File: src/rtl/rr_arb_mux.sv
// N-channel valid/ready arbiter-mux with a single registered output stage.
// MODE 0 = round-robin from a rotating pointer, MODE 1 = fixed priority (lowest index wins).
module rr_arb_mux #(
    parameter int unsigned WIDTH = 32,
    parameter int unsigned NCH   = 16,
    parameter int unsigned MODE  = 0
) (
    input  logic                   clk,
    input  logic                   rst_n,
    input  logic [NCH-1:0]         in_valid,
    input  logic [NCH*WIDTH-1:0]   in_data,
    output logic [NCH-1:0]         in_ready,
    output logic                   out_valid,
    output logic [WIDTH-1:0]       out_data,
    output logic [$clog2(NCH)-1:0] out_sel,
    input  logic                   out_ready
);

    localparam int unsigned SELW = $clog2(NCH);
    localparam int unsigned PW   = 1 << SELW;

    logic             out_valid_q, out_valid_d;
    logic [WIDTH-1:0] out_data_q,  out_data_d;
    logic [SELW-1:0]  out_sel_q,   out_sel_d;
    logic [SELW-1:0]  ptr_q,       ptr_d;

    logic [PW-1:0]    valid_pad;
    logic [WIDTH-1:0] ch_data [PW];
    logic [SELW-1:0]  grant;
    logic             found;
    logic             any_valid;
    logic             accept;
    logic             xfer;
    int unsigned      idx;

    // Pad to a power of two so SELW-bit indices never select a missing channel.
    assign valid_pad = PW'(in_valid);

    for (genvar i = 0; i < PW; i++) begin : g_ch
        if (i < NCH) begin : g_real
            assign ch_data[i] = in_data[i*WIDTH +: WIDTH];
        end else begin : g_pad
            assign ch_data[i] = '0;
        end
    end

    always_comb begin
        grant = '0;
        found = 1'b0;
        idx   = 0;
        for (int unsigned k = 0; k < NCH; k++) begin
            idx = k;
            if (MODE == 0) begin
                idx = idx + 32'(ptr_q);
                if (idx >= NCH) idx = idx - NCH;
            end
            if (!found && valid_pad[idx[SELW-1:0]]) begin
                found = 1'b1;
                grant = idx[SELW-1:0];
            end
        end
    end

    assign any_valid = |in_valid;
    assign accept    = !out_valid_q || out_ready;
    assign xfer      = accept && any_valid;
    assign in_ready  = (rst_n && xfer) ? (NCH'(1) << grant) : '0;

    always_comb begin
        out_valid_d = out_valid_q;
        out_data_d  = out_data_q;
        out_sel_d   = out_sel_q;
        ptr_d       = ptr_q;
        if (accept) begin
            out_valid_d = any_valid;
            if (any_valid) begin
                out_data_d = ch_data[grant];
                out_sel_d  = grant;
            end
        end
        if (MODE == 0 && xfer) begin
            ptr_d = (grant == SELW'(NCH - 1)) ? '0 : grant + SELW'(1);
        end
    end

    always_ff @(posedge clk or negedge rst_n) begin
        if (!rst_n) begin
            out_valid_q <= 1'b0;
            out_data_q  <= '0;
            out_sel_q   <= '0;
            ptr_q       <= '0;
        end else begin
            out_valid_q <= out_valid_d;
            out_data_q  <= out_data_d;
            out_sel_q   <= out_sel_d;
            ptr_q       <= ptr_d;
        end
    end

    assign out_valid = out_valid_q;
    assign out_data  = out_data_q;
    assign out_sel   = out_sel_q;

endmodule

File: config.mk
export PLATFORM = sky130hd
export DESIGN_NAME = rr_arb_mux
export DESIGN_NICKNAME = d
export VERILOG_FILES = /design/src/rtl/rr_arb_mux.sv
export SDC_FILE = /design/constraint.sdc
export NUM_CORES = 1
export LEC_CHECK = 0
export BUFFER_PORTS_ARGS = -buffer_cell sky130_fd_sc_hd__buf_2
export CAP_MARGIN = 20
export CORE_AREA = 5 5 222 224
export DETAILED_ROUTE_END_ITERATION = 6
export DIE_AREA = 0 0 227 229
export GPL_TIMING_DRIVEN = 0
export SYNTH_ARGS = -nofsm -noshare
export SYNTH_HDL_FRONTEND = slang
export SYNTH_SLANG_ARGS = --single-unit
File: constraint.sdc
create_clock -name clk -period 12.1 [get_ports clk]
set_input_delay 1.21 -clock clk [delete_from_list [all_inputs] [get_ports clk]]
set_output_delay 1.21 -clock clk [all_outputs]
set_load 0.05 [all_outputs]
# Word-level counts from Yosys, hierarchy flattened

Index checks and enable logic that the tools add are counted.
Widths: inputs -> output; s select.

Register bits: 41
Input bits: 531
Output and inout bits: 53
Word-level logic and storage cells: 192

Add/sub/neg operators: 32
Order comparisons: 33
Equal/unequal tests: 1
Shifts and indexed selects: 1
Mux-type cells: 84
Bitwise logic cells: 1
Reductions and logical operators: 36

Operators with widths:

| cell                 | count |
|---|---|
| $mux 4               | 33 |
| $bmux 32 s4          | 1 |
| $ge 5x5->1 const B   | 16 |
| $lt 4x5->1 const B   | 16 |
| $bmux 1 s4           | 16 |
| $mux 32              | 2 |
| $sub 4x1->4 const B  | 16 |
| $add 4x4->5 const A  | 8 |
| $mux 1               | 31 |
| $add 3x4->5 const A  | 4 |
| $logic_and 1x1->1    | 17 |
| $logic_not 1->1      | 16 |
| $mux 16              | 1 |
| $reduce_or 16->1     | 1 |
| $shl 1x4->16 const A | 1 |
| $add 2x4->5 const A  | 2 |
| $add 1x4->5 const A  | 1 |
| $ge 4x5->1 const B   | 1 |
| $not 4->5            | 1 |
| $add 4x1->4 const B  | 1 |
| $eq 4x4->1 const B   | 1 |
| $reduce_and 2->1     | 1 |
| $logic_or 1x1->1     | 1 |

# Logic depth before layout (Yosys ltp)

Word-level depth: 54
Depth in mapped cells: 23
Depth with buffers taken out: 16

# Worst setup path after synthesis

No wires, ideal clock.

Path kind: register to output
From: reg ptr_q[1]
To: out in_ready[2]
Arrival time: 5799 ps
Data required time: 10890 ps
Setup slack: 5091 ps
Stages on the path, launching flop included: 20
Buffers on the path: 6
Cells stage by stage: dfrtp_1 -> buf_2 -> buf_6 -> buf_2 -> inv_1 -> ha_1 -> buf_6 -> mux2_2 -> mux2_2 -> mux4_2 -> nor3_4 -> nand4_2 -> a2111oi_4 -> a2bb2oi_4 -> nand2_4 -> inv_2 -> buf_6 -> clkbuf_1 -> nand2_1 -> nor3_1

Word-level cells in the longest chain between the ends: 52

Ends and longest elaborated chain:

| element                                                              | RTL line | source |
|---|---|---|
| from (decl)                                                          | 25       | `logic [SELW-1:0] ptr_q, ptr_d;` |
| from (signal assigned)                                               | 96       | `ptr_q <= ptr_d;` |
| parallel branches: the longest is 49 deep, another holds $add 1x4->5 | -        |  |
| $mux 4 (*)                                                           | 57       | `if (!found && valid_pad[idx[SELW-1:0]]) begin` |
| $shl 1x4->16 (*)                                                     | 67       | `assign in_ready = (rst_n && xfer) ? (NCH'(1) << grant) : '0;` |
| $mux 16 (*)                                                          | 67       |  |
| to (decl)                                                            | 12       | `output logic [NCH-1:0] in_ready,` |

Every way passes the cells marked *. The select of a mux whose other input is x is not followed.

# Worst setup path after layout

From: reg ptr_q[1]
To: out in_ready[7]

Same word-level chain as after synthesis.

==> results.json <==
{
  "cts.clk_slew.worst_paths_ns": 0.07,
  "postRouteAntennaNets": 0,
  "placed_cells": 2254,
  "finalSetupTns_ns": 0,
  "wl_met1_um": 28100,
  "hold_viol_final": 0,
  "criticalPathCategory": "reg2out",
  "syn_area_um2": 9360,
  "multi_input_area_um2": 7570,
  "start_util_pct": 19.8,
  "ctsRootBufferMaster": "clkbuf_16",
  "io-pin-count": 584,
  "via_per_inst": 5.97,
  "grt_max_degree": 46,
  "cp-endpoint": "in_ready[7]",
  "vias": 13600,
  "timing.rr.end": "out_data[19]$_DFFE_PN0P_",
  "seq_area_um2": 1030,
  "grt_usage_pct": 26.5,
  "worstPathArrival_ns": 7.90,
  "synth_xor_xnor_area_share_pct": 1.20,
  "cts-htree-levels": 2,
  "slew_headroom_pct": 23.3,
  "synthArstFlopShare_pct": 100,
  "core_area_um2": 47100,
  "ys_seq_area_share_pct": 11.0,
  "grt_pass1_wl_um": 100000,
  "synth_compound_area_share_pct": 37.9,
  "dr_wl_met2_um": 35000,
  "drive_gt1_share_pct": 48.5,
  "syn2layout_area_growth_pct": 41.4,
  "cts_tree": "built",
  "cts-root-to-sink-buffers": 2,
  "stdcell_count": 2273,
  "dr.max_layer_used": "met5",
  "skew_ns": 0.00953,
  "fmax_ghz": 0.110,
  "wl_met3_um": 6840,
  "synth_nets": 1596,
  "die_w_um": 227,
  "fill_cells": 5110,
  "startpoint": "ptr_q[1]$_DFFE_PN0P_",
  "reg2regPathDepth": 22,
  "cp_max_fo": 10,
  "yosys_warnings": 0,
  "worst_slew_pin_slew_ns": 1.15,
  "setup_viol": 0,
  "drc": 1,
  "maxCapViolCount": 0,
  "rsz0062_at_grt": "false",
  "synth_seq_cells": 41,
  "ff2ff_setup_slack_ns": 4.42,
  "slew_violations": 0,
  "dieArea_um2": 52000,
  "synth_area_per_cell_um2": 8.86,
  "synth_top_family_by_area": "compound AO/OA/AOI/OAI gates",
  "muxShareOfSynthArea_pct": 25.8,
  "end_kind": "output port",
  "violations": "design-rule violations",
  "drtPass1Iterations": 7,
  "fp.dieH_um": 229,
  "hp-class": "reg2reg",
  "post_cts_resized": 0,
  "post_cts_buffers": 0,
  "drt-wirelength-per-cell_um": 32.4,
  "gp_congestion": 1.00,
  "hold_buffers": 0,
  "synth-main-ff-cell": "dfrtp_1",
  "nets": 2187,
  "crit-reg2reg-launch": "ptr_q[1]$_DFFE_PN0P_",
  "critPathLaunchType": "flop",
  "cp.required_ns": 10.89,
  "rows": 80,
  "min_period_ns": 9.11,
  "antenna_found_initial": 37,
  "synth-adder-area-share_pct": 1.20,
  "fin_crit_sh_pct": 75.3,
  "numPortBuffers": 583,
  "grt_overflow": 0,
  "synth_edf_count": 0,
  "numCtsBuffers": 5,
  "clk_latency_ns": 0.29,
  "yosysUniqueCellTypes": 90,
  "cts_sinks": 41,
  "drt-total-wl_um": 73700,
  "grt_pass1_vias": 13500,
  "dpl.hpwl_um": 63000,
  "status": "finished with violations",
  "syn-instance-count": 1056,
  "drt-initial-drc-count": 1556,
  "yosys.area_share.simple_pct": 14.7
}
## how the worst min path moves through the flow
stage	startpoint	slack, ns	cells past startpoint	end
3_3_place_gp	out_sel[1]$_DFFE_PN0P_	0.47	2	out_sel[1]$_DFFE_PN0P_
3_5_place_dp	out_sel[2]$_DFFE_PN0P_	0.48	2	out_sel[2]$_DFFE_PN0P_
5_1_grt	out_sel[2]$_DFFE_PN0P_	0.51	2	out_sel[2]$_DFFE_PN0P_
6_report	out_sel[2]$_DFFE_PN0P_	0.49	2	out_sel[2]$_DFFE_PN0P_
2_1_floorplan	out_sel[0]$_DFFE_PN0P_	0.76	2	out_sel[0]$_DFFE_PN0P_
4_1_cts	out_sel[2]$_DFFE_PN0P_	0.49	2	out_sel[2]$_DFFE_PN0P_
## layout make-up
cell class              count  area share [%]
diodes                     10           0.189
plain buffers             115            4.72
clock buffers               6           0.974
clock inverters             2          0.0757
inverters                  36            1.04
multi-input cells         864            57.2
flip-flops and latches     41            7.76
well taps                 615            5.82
repair buffers            584            22.2
## logic make-up after synthesis
| kind of cell | after synthesis |
|---|---|
| adders and majority gates | 9 |
| DFF | 41 |
| xor gates and xnor gates | 12 |
| buffers and inverters | 151 |
| and+or+nand+nor | 279 |
| AOI/OAI and AO/OA | 425 |
| muxes | 139 |
## synthesized netlist by cell type, types with 27 or more instances
library cell  number  area share (%)
o211a_1           27             2.9
nand2_1          135             5.4
mux2_2            29             3.5
buf_2             43             2.3
a211o_1           60             5.6
nor2_1            31             1.2
dfrtp_1           41              11
o22ai_1           32             2.1
mux4_2            76              18
a31oi_1           48             3.2
mux2i_1           29             3.1
inv_1             34             1.4
clkbuf_1          48             1.9
a311oi_1          95             8.9
## cells in the final DEF, fill, tap and decap left out, types with 4 or more instances in the layout
cell | synthesis | final
nor4_1 | 15 | 15
a311oi_1 | 95 | 95
o211a_1 | 27 | 27
a31oi_1 | 48 | 48
inv_1 | 34 | 34
nand3_1 | 23 | 23
o21ai_0 | 21 | 21
a222oi_1 | 26 | 26
xnor2_1 | 9 | 9
diode_2 | 0 | 10
clkbuf_1 | 48 | 49
a21oi_1 | 23 | 23
o22ai_1 | 32 | 32
nor2_1 | 31 | 31
buf_2 | 43 | 626
buf_4 | 11 | 11
nor2b_1 | 5 | 5
mux4_2 | 76 | 76
nand2_1 | 135 | 135
dfrtp_1 | 41 | 41
a211o_1 | 60 | 60
nor4_2 | 5 | 5
a22oi_1 | 4 | 4
mux2_2 | 29 | 29
a221oi_1 | 8 | 8
buf_6 | 10 | 10
nand2b_1 | 9 | 9
a2111o_1 | 26 | 26
clkbuf_16 | 0 | 5
nor3_1 | 24 | 24
a221o_1 | 4 | 4
mux2i_1 | 29 | 29
ha_1 | 9 | 9
o41ai_1 | 5 | 5
## state kept, by name, indices dropped and copies added (netlist names)
signal / flops
out_valid: 1
ptr_q: 4
out_data: 32
out_sel: 4
## metrics by stage
step	util [%]	hold slack (ns)	instance area, um2	setup WS (ns)
2_1_floorplan	-	0.762	9360	5.09
3_5_place_dp	27.7	0.475	13000	3.27
6_report	28.1	0.488	13200	2.99
3_3_place_gp	27.7	0.467	13000	3.30
5_1_grt	28.0	0.514	13200	2.57
4_1_cts	28.0	0.490	13200	2.93
## worst max-delay path: stages, from the launching register on
cell and delay [ns]:
dfrtp_1 0.41, buf_2 0.31, buf_6 0.20, buf_2 0.30
inv_1 0.32, ha_1 0.40, buf_6 0.16, clkbuf_1 0.48
mux4_2 0.45, mux2i_1 0.31, mux2i_1 0.30, or2_2 0.41
nor3_2 0.34, and3_1 0.26, a211oi_1 0.08, o211ai_2 0.46
nand2_4 0.22, inv_2 0.12, buf_6 0.19, clkbuf_1 0.87
ha_1 0.38, ha_1 0.17, nand2_1 0.08, nor2_1 0.10
buf_2 0.27
## layer usage
metal	track usage, %	vias to the layer above
li1	-	5676
met2	44.3	1001
met3	6.16	194
met5	0	-
met4	10.2	30
met1	33.2	6666
Power is not shown: default switching activity piles up to over one toggle a cycle in this logic, so the estimate is an artifact.
